$ cat config.mk
export PLATFORM = sky130hd
export DESIGN_NAME = fifo_demux_salida
export DESIGN_NICKNAME = d
export VERILOG_FILES = /design/src/rtl/fifo_demux_salida.sv
export SDC_FILE = /design/constraint.sdc
export NUM_CORES = 1
export LEC_CHECK = 0
export ABC_CLOCK_PERIOD_IN_PS = 2300
export BUFFER_PORTS_ARGS = -buffer_cell sky130_fd_sc_hd__buf_2
export CELL_PAD_IN_SITES_DETAIL_PLACEMENT = 2
export CELL_PAD_IN_SITES_GLOBAL_PLACEMENT = 2
export CORE_AREA = 10 10 81 83
export CTS_CLUSTER_SIZE = 10
export DETAILED_ROUTE_END_ITERATION = 10
export DIE_AREA = 0 0 91 93
export GPL_ROUTABILITY_DRIVEN = 1
export PLACE_DENSITY = 0.86
export SLEW_MARGIN = 30
export SYNTH_ARGS = -nofsm -noshare
export SYNTH_HDL_FRONTEND = slang
export SYNTH_SLANG_ARGS = --single-unit
$ cat constraint.sdc
create_clock -name clk -period 2.3 [get_ports clk]
set_input_delay 0.345 -clock clk [delete_from_list [all_inputs] [get_ports clk]]
set_output_delay 0.345 -clock clk [all_outputs]
set_load 0.02 [all_outputs]
$ cat src/rtl/fifo_demux_salida.sv
// Per-lane 4-deep circular buffer behind one demux output; 1-cycle registered pop latency.
// Overflowing pushes are dropped and latch a sticky error; flags decode the registered count.
module fifo_demux_salida #(
  parameter int DATA_WIDTH   = 8,
  parameter int ADDR_WIDTH   = 2,
  parameter int ALMOST_FULL  = 3,
  parameter int ALMOST_EMPTY = 1
) (
  input  logic                  clk,
  input  logic                  reset,
  input  logic [DATA_WIDTH-1:0] Entrada,
  input  logic                  validEntrada,
  input  logic                  pop,
  output logic [DATA_WIDTH-1:0] Salida,
  output logic                  validSalida,
  output logic                  full,
  output logic                  empty,
  output logic                  almost_full,
  output logic                  almost_empty,
  output logic                  error
);

  localparam int DEPTH = 1 << ADDR_WIDTH;
  localparam logic [ADDR_WIDTH:0] DEPTH_C = {1'b1, {ADDR_WIDTH{1'b0}}};
  localparam logic [ADDR_WIDTH:0] AF_C    = ALMOST_FULL[ADDR_WIDTH:0];
  localparam logic [ADDR_WIDTH:0] AE_C    = ALMOST_EMPTY[ADDR_WIDTH:0];

  logic [DATA_WIDTH-1:0] mem [DEPTH];
  logic [ADDR_WIDTH-1:0] wr_ptr;
  logic [ADDR_WIDTH-1:0] rd_ptr;
  logic [ADDR_WIDTH:0]   count;
  logic                  do_push;
  logic                  do_pop;

  // A pop on a non-empty buffer frees a slot in the same cycle, so full+pop still accepts a push.
  assign do_pop  = pop && (count != '0);
  assign do_push = validEntrada && ((count != DEPTH_C) || do_pop);

  assign full         = (count == DEPTH_C);
  assign empty        = (count == '0);
  assign almost_full  = (count >= AF_C);
  assign almost_empty = (count <= AE_C);

  always_ff @(posedge clk) begin
    if (do_push) begin
      mem[wr_ptr] <= Entrada;
    end
  end

  always_ff @(posedge clk or negedge reset) begin
    if (!reset) begin
      wr_ptr      <= '0;
      rd_ptr      <= '0;
      count       <= '0;
      Salida      <= '0;
      validSalida <= 1'b0;
      error       <= 1'b0;
    end else begin
      validSalida <= do_pop;
      if (do_pop) begin
        Salida <= mem[rd_ptr];
        rd_ptr <= rd_ptr + 1'b1;
      end
      if (do_push) begin
        wr_ptr <= wr_ptr + 1'b1;
      end
      if (validEntrada && !do_push) begin
        error <= 1'b1;
      end
      case ({do_push, do_pop})
        2'b10:   count <= count + 1'b1;
        2'b01:   count <= count - 1'b1;
        default: count <= count;
      endcase
    end
  end

endmodule

Yosys cells after proc, flatten, opt, wreduce, memory -nomap -nowiden
Memory sizes are Yosys's and may differ from the RTL's. A register that Yosys moved wholly into a read port is not among the register bits.
Index checks and enable logic that the tools add are counted.
{ "classes": {"reduce_logical": 9, "n_addsub": 4, "n_eq_ne": 4, "mux": 3, "order_cmp": 2} }
{ "op_table": {"columns": ["operator", "n"], "rows": [
  ["$pmux W3 S2", 1],
  ["$add A2 B1 Y2 const B", 2],
  ["$add A3 B1 Y3 const B", 1],
  ["$eq A3 B3 Y1 const B", 1],
  ["$ge A3 B2 Y1 const B", 1],
  ["$le A3 B1 Y1 const B", 1],
  ["$logic_and A1 B1 Y1", 3],
  ["$logic_not A3 Y1", 1],
  ["$ne A3 B3 Y1 const B", 1],
  ["$reduce_bool A3 Y1", 1],
  ["$sub A3 B1 Y3 const B", 1],
  ["$eq A2 B1 Y1 const B", 1],
  ["$eq A2 B2 Y1 const B", 1],
  ["$logic_not A1 Y1", 2],
  ["$mux W1", 2],
  ["$reduce_bool A2 Y1", 1],
  ["$logic_or A1 B1 Y1", 1]
]} }
{ "totals": {"in_bits": 12, "word_cells": 28, "ram_bits": 32, "regBits": 9, "mem_count": 1, "output_inout_bits": 14} }
{ "memory_table": {"columns": ["name", "words", "width", "rd", "rd_clocked_by_memory_dff", "wr", "line_no", "rtl"], "rows": [
  ["mem", 4, 8, 1, 1, 1, "28", "logic [DATA_WIDTH-1:0] mem [DEPTH];"]
]} }

Depth between registers and ports, before layout
{ "logic_depth": {"word_depth": 6, "depth_mapped": 9, "ltp_nobuf": 9} }

Worst setup path before layout
Ideal clock, no wire load.
{ "synth_path": {"kind": "reg2reg", "from": "register count[0]", "to": "register count[2]", "required_time_ns": 2.173, "path_stages_with_launch": 9, "path_buffers": 0, "slack_ns": 0.578, "setup_ns": 0.127, "synth_period_minus_slack_ns": 1.722, "arrival_ns": 1.595, "cell_sequence": "dfrtp_1 -> inv_1 -> ha_1 -> nand2b_1 -> nand2_1 -> inv_1 -> ha_1 -> a21oi_1 -> o22ai_1"} }
{ "synth_via": {"elab_chain_len": 6, "word_cells_on_any_way": 11, "classes_between": "add/sub (2); eq/ne (3); mux (1); reduce/logical (5)"} }
{ "synth_lines": {"columns": ["item", "line_no", "rtl"], "rows": [
  ["from (decl)", "31", "logic [ADDR_WIDTH:0] count;"],
  ["from (signal assigned)", "71", "2'b10: count <= count + 1'b1;"],
  ["from (signal assigned)", "72", "2'b01: count <= count - 1'b1;"],
  ["from (signal assigned)", "73", "default: count <= count;"],
  ["$reduce_bool A3 Y1 *", "36", "assign do_pop = pop && (count != '0);"],
  ["$logic_and A1 B1 Y1 *", "36", null],
  ["named net do_pop", "33", "logic do_pop;"],
  ["$logic_or A1 B1 Y1", "37", "assign do_push = validEntrada && ((count != DEPTH_C) || do_pop);"],
  ["$logic_and A1 B1 Y1", "37", null],
  ["$eq A2 B1 Y1 or $eq A2 B2 Y1 (tied branches)", "70", "case ({do_push, do_pop})"],
  ["$pmux W3 S2 or $reduce_bool A2 Y1 (tied branches)", null, null]
]} }
The timed path passes the listed nets; every way through them passes the cells marked *.
A chain may end at the register's enable or synchronous reset.

Final worst setup path
{ "layout_path": {"from": "register count[1]", "to": "register count[2]"} }
{ "layout_via": {"elab_chain_len": 6, "word_cells_on_any_way": 11, "classes_between": "add/sub (2); eq/ne (3); mux (1); reduce/logical (5)"} }
{ "layout_lines": {"columns": ["item", "line_no"], "rows": [
  ["$reduce_bool A3 Y1", "36"],
  ["$logic_and A1 B1 Y1", "36"],
  ["$logic_or A1 B1 Y1", "37"],
  ["$logic_and A1 B1 Y1", "37"],
  ["$eq A2 B1 Y1 or $eq A2 B2 Y1 (tied branches)", "70"],
  ["$pmux W3 S2 or $reduce_bool A2 Y1 (tied branches)", null]
]} }
Several ways; a longest one is shown, not always the timed one.

==> reports/results.ini <==
[outcome]
status=complete, no violations

[synthesis]
synth.most_common_cell=edfxtp_1
yosysWarnings=0
syn_area_sq_mm=0.00198
synthCells=112
ys.flop_type=edfxtp_1
synth_seq_cells=49
yosys.cell_types.count=20
synth_common_cells=32 x edfxtp_1, 17 x dfrtp_1, 10 x inv_1
synth_edf_count=32
avgSynthCellArea_sq_um=17.7
synth_largest_area_cell=edfxtp_1
syn-num-nets=133
seq_area_frac_synth=0.699
synthTopCellsByArea=edfxtp_1 48%, dfrtp_1 21%, mux4_2 9.1%
yosys.area.top_type_share=0.485
async_reset_ff_frac=0.347

[place]
hpwl_mm=3.44
place_congestion=0.721
place_ws_ns=0.368
port_buffers=25

[clock_network]
root_buffer=clkbuf_8
cts_tree=built
clockBufferDepth=2
clock_latency_ns=0.30
path_clk_slew_ns=0.09
cts.sinks=49
ctsResizeCount=0
post_cts_buffers=0
cts-htree-levels=2
cts_buffers=5

[setup_path]
cp_slowest_cell=dfrtp_1
path_delay_family=adder cells
ff2ff_setup_slack_ns=0.38
cp.required_ns=2.48
cp.depth=8
path_buf_inv=2
start_kind=register
crit_type=reg2reg
worstReg2RegEnd=count[2]$_DFFE_PN0P_
ff2ff_path_depth=8
end_kind=register
worst_path_largest_cell_delay_ns=0.41
crit_chain=inv_1 -> ha_1 -> nand2_1 -> o21a_1 -> inv_1 -> ha_1 -> a21oi_1 -> o22ai_1
worst-path-max-fanout=7
r2r-start=count[1]$_DFFE_PN0P_
worstPathArrival_ns=2.10

[sta]
setup_slack_ns=0.384
finalSetupTns_ns=0
fin_crit_sh=0.833
rsz0062_at_grt=no
fmax_mhz=522
hold_viol=0
max_slew.worst_pin.slew_ns=0.481
slew-limit-headroom=0.680
skew_ns=0.0102
setup_viol=0
slew_viol_final=0
min_period_ns=1.92

[layout]
multi_input_area_sq_um=543
areaGrowthSynthToFinish_pct=15.4
fill_cells=493
diodes=0
regArea_sq_mm=0.00139
nets=166
drive_above_1_share=0.349

[floorplanning]
ioPinCount=26
row_count=26
dieArea_sq_mm=0.00846
start_util=0.396
die_y_um=93
core_sq_mm=0.00501
die_x_um=91

[power]
cell_internal_pwr_mw=1.94
p_seq_frac=0.463
clockPowerShare=0.161
combPwrFrac=0.376
leakage_nw=0.918
ir_worst_vdd_mv=0.436
swShare=0.355
switchingPower_mw=1.06
powerDensity_mw_per_mm2=1310

[grt]
gr-total-overflow=0
grt_pass1_wl_mm=7.22
grt_use_total=0.112
grt_max_degree=18
antenna_found_initial=0
grt_pass1_vias=1299

[route]
met2_length_mm=2.32
num_vias=1053
drt_iter0_markers=76
post-route-drc-count=0
wirelength_mm=4.37
top_layer=met4
vias_per_cell=4.88
routedWlPerCell_um=20.2
met1_length_mm=1.70
ant_nets=0
first_pass_iters=3
wl_met3_um=162

[hold_path]
whs_endpoint=mem[0][5]$_DFFE_PP_
worstHoldPathType=in2reg
hold_path.startpoint=Entrada[5]
holdPathStages=1

[run]
cap_violations=0

power groups by stage:
stage          clock (mW)  combinational, mW  sequential [mW]
2_1_floorplan           0              0.722             1.43
3_3_place_gp            0               1.07             1.38
3_5_place_dp            0               1.15             1.42
4_1_cts             0.503               1.16             1.40
5_1_grt             0.538               1.24             1.44
6_report            0.483               1.13             1.39
worst register-to-register path, stage by stage, from the launching register on:
cell and delay (ns):
dfrtp_1 0.41, inv_1 0.11, ha_1 0.21, nand2_1 0.10
o21a_1 0.25, inv_1 0.08, ha_1 0.38, a21oi_1 0.16
o22ai_1 0.10
logic make-up (layout without fill, tap and decap cells):
family,Yosys count,after routing,synth area share
DFF,49,49,0.699
muxes,17,17,0.142
and+or+nand+nor,13,13,0.0316
buffers and inverters,12,46,0.0265
adders and majority gates,9,9,0.0568
AOI/OAI and AO/OA,7,7,0.0215
xor gates and xnor gates,5,5,0.0221
per-layer routing:
metal | vias up | GRT usage
met5 | - | 0
met4 | 0 | 0.0718
met3 | 14 | 0.0312
met1 | 540 | 0.120
li1 | 471 | -
met2 | 28 | 0.193
state kept, by name, indices dropped and copies added, names as in the netlist:
name and flops:
validSalida 1, Salida 8, wr_ptr 2, mem 32, error 1, rd_ptr 2
count 3
layout by cell type, fill, tap and decap left out, types with 2 or more instances in the layout:
cell,n
and2_1,4
buf_2,25
buf_4,2
clkbuf_8,5
clkinv_2,2
dfrtp_1,17
edfxtp_1,32
ha_1,9
inv_1,10
mux2_2,9
mux4_2,8
nand2_1,3
nor2_1,4
o21ai_0,2
xnor2_1,5
worst max path at each step:
stage,startpoint,endpoint
6_report,count[1]$_DFFE_PN0P_,count[2]$_DFFE_PN0P_
3_5_place_dp,count[1]$_DFFE_PN0P_,mem[3][1]$_DFFE_PP_
5_1_grt,count[1]$_DFFE_PN0P_,count[2]$_DFFE_PN0P_
3_3_place_gp,count[0]$_DFFE_PN0P_,count[2]$_DFFE_PN0P_
4_1_cts,count[1]$_DFFE_PN0P_,mem[3][4]$_DFFE_PP_
2_1_floorplan,count[0]$_DFFE_PN0P_,count[2]$_DFFE_PN0P_
metrics by stage:
step | hold slack (ns) | util | cell area (sq um) | total power [mW] | std cells
after global placement | 0.303 | 0.438 | 2190 | 2.45 | 207
after floorplan | 0.0494 | - | 1980 | 2.15 | 112
after global routing | 0.265 | 0.457 | 2290 | 3.22 | 216
after detailed placement | 0.315 | 0.438 | 2190 | 2.57 | 207
after CTS | 0.257 | 0.457 | 2290 | 3.07 | 216
final | 0.266 | 0.457 | 2290 | 3.00 | 216
timing repair:
| action | 4_1_cts | 5_1_grt |
|---|---|---|
| endpoints found under the hold margin | 17 | 0 |
| hold buffers | 1 | 0 |
| endpoints found under the setup margin | 0 | 0 |
cell type report:
class / count / area share
Sequential cell: 49 / 0.606
Multi-Input combinational cell: 51 / 0.237
Timing Repair Buffer: 28 / 0.0656
Tap cell: 70 / 0.0383
Clock buffer: 6 / 0.0317
Inverter: 10 / 0.0164
Clock inverter: 2 / 0.00438
Note: power is estimated with default switching activity, not from simulation.
